### src/rtl/bsk_prm_sequencer_if.sv
// bsk_prm_sequencer_if: register bus between the sequencer and the BSK PRM chip.
//  oCS   chip address (CS during an access, CS_IDLE otherwise)
//  oA    register address
//  oWr   write strobe, active low
//  oRd   read strobe, active low
//  oD    write data
//  oDOe  1 = master drives oD onto the shared bus
//  iD    read data returned by the chip
//  master modport: sequencer side; slave modport: chip side.
interface bsk_prm_sequencer_if;
    logic [3:0]  oCS;
    logic [1:0]  oA;
    logic        oWr;
    logic        oRd;
    logic [15:0] oD;
    logic        oDOe;
    logic [15:0] iD;
    modport master (output oCS, oA, oWr, oRd, oD, oDOe, input iD);
    modport slave (input oCS, oA, oWr, oRd, oD, oDOe, output iD);
endinterface

### src/rtl/bsk_prm_sequencer.sv
// bsk_prm_sequencer: clocked bus master that loads a BSK PRM command-output chip.
//  Writes the command words (nibble + complement pairs), the indication word and the
//  terminal-enable code, then optionally reads addresses 1 and 3 back and checks them.
//  Optional feature macro: BSK_PRM_SEQ_READBACK_EN (defined = readback steps R1/R3 run).
//  Ports:
//   iClk      system clock
//   iRes      asynchronous reset, active low
//   iStart    load request pulse, honoured only in IDLE
//   iCom      commands to load
//   iInd      indication word
//   iEn       1 = write ENABLE code, 0 = write 8'h00
//   oBusy     sequence in progress
//   oDone     1-cycle pulse at end of sequence
//   oErrCom   readback of address 1 differs from latched iCom (sticky until next start)
//   oErrPass  readback of address 3 has wrong password or wrong enable bit (sticky)
//   bus       chip register bus (master modport)
module bsk_prm_sequencer #(
    parameter logic [3:0] CS        = 4'b0111,
    parameter logic [3:0] CS_IDLE   = 4'b1111,
    parameter logic [7:0] PASSWORD  = 8'hA6,
    parameter logic [7:0] ENABLE    = 8'hE1,
    parameter int         SETUP_CYC = 1,
    parameter int         STB_CYC   = 2
) (
    input  logic                iClk,
    input  logic                iRes,
    input  logic                iStart,
    input  logic [15:0]         iCom,
    input  logic [15:0]         iInd,
    input  logic                iEn,
    output logic                oBusy,
    output logic                oDone,
    output logic                oErrCom,
    output logic                oErrPass,
    bsk_prm_sequencer_if.master bus
);
`ifdef BSK_PRM_SEQ_READBACK_EN
    localparam logic       RB   = 1'b1;
    localparam logic [2:0] LAST = 3'd5;
`else
    localparam logic       RB   = 1'b0;
    localparam logic [2:0] LAST = 3'd3;
`endif
    localparam logic [3:0] SETUP_LD = 4'(SETUP_CYC - 1);
    localparam logic [3:0] STB_LD   = 4'(STB_CYC - 1);
    typedef enum logic [2:0] {IDLE, SETUP, STROBE, HOLD, DONE} state_t;
    state_t      r_state;
    logic [3:0]  r_cnt;
    logic [2:0]  r_step;
    logic [15:0] r_com;
    logic [15:0] r_ind;
    logic        r_en;
    logic [15:0] w_com;
    logic [15:0] w_ind;
    logic        w_en;
    logic [2:0]  w_nstep;
    logic        w_nwr;
    logic        w_cur_wr;
    logic [1:0]  w_naddr;
    logic [15:0] w_ndata;
    logic        w_load;
    // Step 0 is set up on the same edge that latches the request, so it must see the raw inputs.
    always_comb begin
        w_com    = (r_state == IDLE) ? iCom : r_com;
        w_ind    = (r_state == IDLE) ? iInd : r_ind;
        w_en     = (r_state == IDLE) ? iEn : r_en;
        w_nstep  = (r_state == IDLE) ? 3'd0 : r_step + 3'd1;
        w_nwr    = w_nstep < 3'd4;
        w_cur_wr = !RB || r_step < 3'd4;
        w_naddr  = (w_nstep == 3'd4) ? 2'd1 : (w_nstep == 3'd5) ? 2'd3 : w_nstep[1:0];
        w_ndata  = (w_nstep == 3'd0) ? {w_com[7:4], ~w_com[7:4], w_com[3:0], ~w_com[3:0]} :
                   (w_nstep == 3'd1) ? {w_com[15:12], ~w_com[15:12], w_com[11:8], ~w_com[11:8]} :
                   (w_nstep == 3'd2) ? w_ind :
                   (w_nstep == 3'd3) ? {8'h00, w_en ? ENABLE : 8'h00} : 16'h0000;
        w_load   = (r_state == IDLE && iStart) || (r_state == HOLD && r_step != LAST);
    end
    always_ff @(posedge iClk or negedge iRes) begin
        if (!iRes) begin
            r_state  <= IDLE;
            r_cnt    <= 4'd0;
            r_step   <= 3'd0;
            r_com    <= 16'h0000;
            r_ind    <= 16'h0000;
            r_en     <= 1'b0;
            oBusy    <= 1'b0;
            oDone    <= 1'b0;
            oErrCom  <= 1'b0;
            oErrPass <= 1'b0;
            bus.oCS  <= CS_IDLE;
            bus.oA   <= 2'd0;
            bus.oWr  <= 1'b1;
            bus.oRd  <= 1'b1;
            bus.oD   <= 16'h0000;
            bus.oDOe <= 1'b0;
        end else begin
            oDone <= 1'b0;
            case (r_state)
                IDLE: if (iStart) begin
                    r_com    <= iCom;
                    r_ind    <= iInd;
                    r_en     <= iEn;
                    oErrCom  <= 1'b0;
                    oErrPass <= 1'b0;
                    oBusy    <= 1'b1;
                end
                SETUP: if (r_cnt == 4'd0) begin
                    r_state <= STROBE;
                    r_cnt   <= STB_LD;
                    bus.oWr <= !w_cur_wr;
                    bus.oRd <= w_cur_wr;
                end else r_cnt <= r_cnt - 4'd1;
                STROBE: if (r_cnt == 4'd0) begin
                    r_state <= HOLD;
                    bus.oWr <= 1'b1;
                    bus.oRd <= 1'b1;
                    // Read data is taken on the edge that ends the strobe.
                    if (!w_cur_wr && bus.oA == 2'd1 && bus.iD != r_com) oErrCom <= 1'b1;
                    if (!w_cur_wr && bus.oA == 2'd3 && (bus.iD[15:8] != PASSWORD || bus.iD[0] == r_en))
                        oErrPass <= 1'b1;
                end else r_cnt <= r_cnt - 4'd1;
                HOLD: if (r_step == LAST) begin
                    r_state  <= DONE;
                    oBusy    <= 1'b0;
                    oDone    <= 1'b1;
                    bus.oCS  <= CS_IDLE;
                    bus.oDOe <= 1'b0;
                end
                DONE: r_state <= IDLE;
                default: r_state <= IDLE;
            endcase
            if (w_load) begin
                r_state  <= SETUP;
                r_cnt    <= SETUP_LD;
                r_step   <= w_nstep;
                bus.oCS  <= CS;
                bus.oA   <= w_naddr;
                bus.oD   <= w_ndata;
                bus.oDOe <= w_nwr;
            end
        end
    end
endmodule

### src/flat_wrapper.sv
// flat-port wrapper written by rule: the top's interface ports become plain ports
module bsk_prm_sequencer_flat 
#(
    parameter logic [3:0] CS        = 4'b0111,
    parameter logic [3:0] CS_IDLE   = 4'b1111,
    parameter logic [7:0] PASSWORD  = 8'hA6,
    parameter logic [7:0] ENABLE    = 8'hE1,
    parameter int         SETUP_CYC = 1,
    parameter int         STB_CYC   = 2
)
  (iClk, iRes, iStart, iCom, iInd, iEn, oBusy, oDone, oErrCom, oErrPass, bus_oCS, bus_oA, bus_oWr, bus_oRd, bus_oD, bus_oDOe, bus_iD);
  bsk_prm_sequencer_if bus_i ();
  input  logic iClk;
  input  logic iRes;
  input  logic iStart;
  input  logic [15:0] iCom;
  input  logic [15:0] iInd;
  input  logic iEn;
  output logic oBusy;
  output logic oDone;
  output logic oErrCom;
  output logic oErrPass;
  output wire logic [$bits(bus_i.oCS)-1:0] bus_oCS;
  output wire logic [$bits(bus_i.oA)-1:0] bus_oA;
  output wire logic [$bits(bus_i.oWr)-1:0] bus_oWr;
  output wire logic [$bits(bus_i.oRd)-1:0] bus_oRd;
  output wire logic [$bits(bus_i.oD)-1:0] bus_oD;
  output wire logic [$bits(bus_i.oDOe)-1:0] bus_oDOe;
  input wire logic [$bits(bus_i.iD)-1:0] bus_iD;
  assign bus_oCS = bus_i.oCS;
  assign bus_oA = bus_i.oA;
  assign bus_oWr = bus_i.oWr;
  assign bus_oRd = bus_i.oRd;
  assign bus_oD = bus_i.oD;
  assign bus_oDOe = bus_i.oDOe;
  assign bus_i.iD = bus_iD;
  bsk_prm_sequencer #(.CS(CS), .CS_IDLE(CS_IDLE), .PASSWORD(PASSWORD), .ENABLE(ENABLE), .SETUP_CYC(SETUP_CYC), .STB_CYC(STB_CYC)) u_core (.iClk(iClk), .iRes(iRes), .iStart(iStart), .iCom(iCom), .iInd(iInd), .iEn(iEn), .oBusy(oBusy), .oDone(oDone), .oErrCom(oErrCom), .oErrPass(oErrPass), .bus(bus_i));
endmodule
### config.mk
export PLATFORM = sky130hd
export DESIGN_NAME = bsk_prm_sequencer_flat
export DESIGN_NICKNAME = d
export VERILOG_FILES = /design/src/rtl/bsk_prm_sequencer_if.sv /design/src/rtl/bsk_prm_sequencer.sv /design/src/flat_wrapper.sv
export SDC_FILE = /design/constraint.sdc
export NUM_CORES = 1
export LEC_CHECK = 0
export CAP_MARGIN = 20
export CORE_UTILIZATION = 35
export CTS_BUF_LIST = sky130_fd_sc_hd__clkbuf_16
export DETAILED_ROUTE_END_ITERATION = 8
export DONT_BUFFER_PORTS = 1
export SETUP_SLACK_MARGIN = 0.4
export SLEW_MARGIN = 25
export SYNTH_ARGS = -nofsm -noshare
export SYNTH_HDL_FRONTEND = slang
export SYNTH_SLANG_ARGS = --single-unit
### constraint.sdc
create_clock -name iClk -period 3.95 [get_ports iClk]
set_input_delay 0.79 -clock iClk [delete_from_list [all_inputs] [get_ports iClk]]
set_output_delay 0.79 -clock iClk [all_outputs]
set_load 0.01 [all_outputs]
==> results.cfg <==
[placement]
post-dp-hpwl_um = 5230
place.gp.congestion = 0.814
portBuffers = 0

[logic_synthesis]
avgSynthCellArea_um2 = 10.4
yosysWarnings = 0
syn_area_um2 = 3410
synth.top_cells.by_area = dfrtp_1 47%, mux2_1 10%, o21ai_0 3.2%
yosys.cell_types.count = 54
synth_seq_area_share_pct = 48.6
ys_ff_latch = 66
synth_top_cell_area_share_pct = 47.0
synth_top_area_cell = dfrtp_1
synthCells = 326

[pwr]
vdd_drop_max_uv = 399
power_density_nw_per_um2 = 901
p_leak_uw = 0.00153

[min_path]
hold_path.class = input port to async pin

[global_routing]
antenna_found_initial = 0
grt_first_pass_wirelength_um = 13100
grt_overflow = 0
grt.total_usage_pct = 17.1
grt_max_degree = 67
grt_pass1_vias = 2429

[finish]
antennaDiodeCount = 0
drive_gt1_share_pct = 11.9
regArea_um2 = 1650
area_growth_pct = 10.2
nNetsFinal = 370
fin_util_pct = 40.2
multi_input_area_um2 = 1570
nFillCells = 912

[clock_tree]
cts.sinks = 66
clock_latency_ns = 0.33
cts_buffer_depth = 2
post_cts_buffers = 0
ctsRootBufferMaster = clkbuf_16
clk_pin_slew_ns = 0.06
cts_resized = 0
cts_made_buffers = 9
ctsHoldBuffers = 0
htreeDepth = 3
cts_tree = built

[routing]
final_antenna_net_count = 0
finalWirelength_um = 7900
drt_pass1_iterations = 4
num_vias = 2426
wl_per_cell_um = 17.6
via_per_inst = 5.42
dr.first_iter.drc_count = 125
drcViolationCount = 0

[critical_path]
worstPathArrival_ns = 2.68
required_ns = 4.22
cp-start-kind = register
endpoint_kind = register
crit_type = register to register
crit_fanout = 15

[timing]
fmax_mhz = 415
slew_viol_final = 0
max-slew-margin-rel_pct = 48.2
tns_ns = 0
tightestPinTransition_ns = 0.777
post-route-min-period_ns = 2.41
setup_viol = 0
hold_violations = 0
finalClockSkew_ns = 0.00609
rsz0062_at_grt = false
fin_crit_sh_pct = 61.0

[outcome]
run_status = finished clean

[floorplan]
start_util_pct = 36.5
die_h_um = 101
dieArea_um2 = 10100
die_w_um = 101
placementRows = 35
coreArea_um2 = 9330
io_pins = 81

[run]
cap_viol_max_count = 0
## layout by cell type (no fill, tap or decap), types with 4 or more instances in the layout
cell	n
nand2_1	29
inv_1	7
nor2_1	27
mux2i_1	4
ha_1	4
mux2_1	31
clkbuf_16	9
a2111oi_2	6
conb_1	6
a31oi_1	8
nor2b_1	6
nor3_1	9
nand3_1	7
o41ai_1	6
a21oi_1	16
dfrtp_1	64
o21ai_0	22
o31ai_1	6
## per-layer routing
layer,part of all wire (%),vias up,routed length (µm),track usage [%]
met3,7.0,9,553,6.45
met5,0,-,0,0
met4,0.96,0,76,5.69
met1,44,1210,3510,21.0
li1,-,1137,-,-
met2,48,70,3760,27.6
## cell usage after synthesis (all sizes together)
master	n
o22a	1
mux2i	4
o221ai	1
nand3	7
nand2b	2
nor3	10
nor4	1
nand3b	2
a21o	1
buf	20
o22ai	3
or3b	2
and3	1
a211oi	1
nor2b	6
a2111oi	6
a22oi	1
a221o	1
a311oi	2
a32o	1
o31ai	6
dfstp	2
or2	1
and3b	1
o21bai	1
dfrtp	64
o21ai	24
conb	2
a31oi	8
inv	8
ha	4
o311ai	1
nand2	29
clkbuf	9
and2	3
or3	4
a21boi	1
o211a	1
a21oi	17
nor3b	2
nor2	28
o41ai	6
mux2	31
## critical path, cell delays in order, from the launching register on
cell and delay, ns:
dfrtp_1 0.39, ha_1 0.19, ha_1 0.65, nand3b_1 0.42, o311ai_1 0.49, o22a_1 0.21
## logic make-up after synthesis
| group | after synthesis | synth area share, % |
|---|---|---|
| DFF | 66 | 48.6 |
| muxes | 35 | 11.4 |
| buffers and inverters | 37 | 5.91 |
| and+or+nand+nor | 99 | 15.1 |
| adders and majority gates | 4 | 1.47 |
| AOI/OAI and AO/OA | 83 | 17.3 |
| other | 2 | 0.221 |
## final cells by class
cell class	instances	share of cell area (%)
flip-flops and latches	66	44.1
well taps	129	4.30
multi-input cells	227	41.7
repair buffers	2	0.400
inverters	8	0.800
clock buffers	9	6.00
clock inverters	7	2.70
## report_power, final
part	switching, µW	leakage, µW	total (µW)	internal (µW)
combinational	710	0.000592	1220	509
clock	317	0.000153	875	558
sequential	288	0.000787	1290	999
## metrics by stage
| stage | worst slack [ns] | instances | cell area (µm²) | hold slack, ns | power [µW] |
|---|---|---|---|---|---|
| CTS | 1.55 | 448 | 3750 | 0.140 | 3410 |
| detailed placement | 1.56 | 432 | 3430 | 0.471 | 2520 |
| floorplan | 1.98 | 330 | 3420 | 0.449 | 2270 |
| global placement | 1.59 | 432 | 3430 | 0.461 | 2490 |
| global route | 1.34 | 448 | 3750 | 0.133 | 3630 |
| finish | 1.54 | 448 | 3750 | 0.148 | 3380 |
## worst paths after layout
kind / startpoint / end / slack, ns / depth (start not counted)
worst max-delay path: u_core.r_step[1] / u_core.bus.oD[15] / 1.54 / 5
worst min-delay path: iRes / u_core.r_state[2] / 0.15 / 0
worst max register to register: u_core.r_step[1] / u_core.bus.oD[15] / 1.54 / 5
worst min register to register: u_core.r_com[11] / u_core.r_com[11] / 0.48 / 1
max in group asynchronous: iRes / u_core.bus.oCS[3] / 3.61 / 0
min in group iClk: u_core.r_com[11] / u_core.r_com[11] / 0.48 / 1
## flip-flops by register name (all words and copies together), names as in the netlist
register and cells:
u_core.bus.oD 16, u_core.r_com 16, u_core.r_ind 16, u_core.r_cnt 4
u_core.r_state 3, u_core.r_step 3, u_core.bus.oA 2, u_core.bus.oCS 1
u_core.bus.oDOe 1, u_core.bus.oWr 1, u_core.oBusy 1, u_core.oDone 1
u_core.r_en 1
Power figures use the tool's default switching activity.
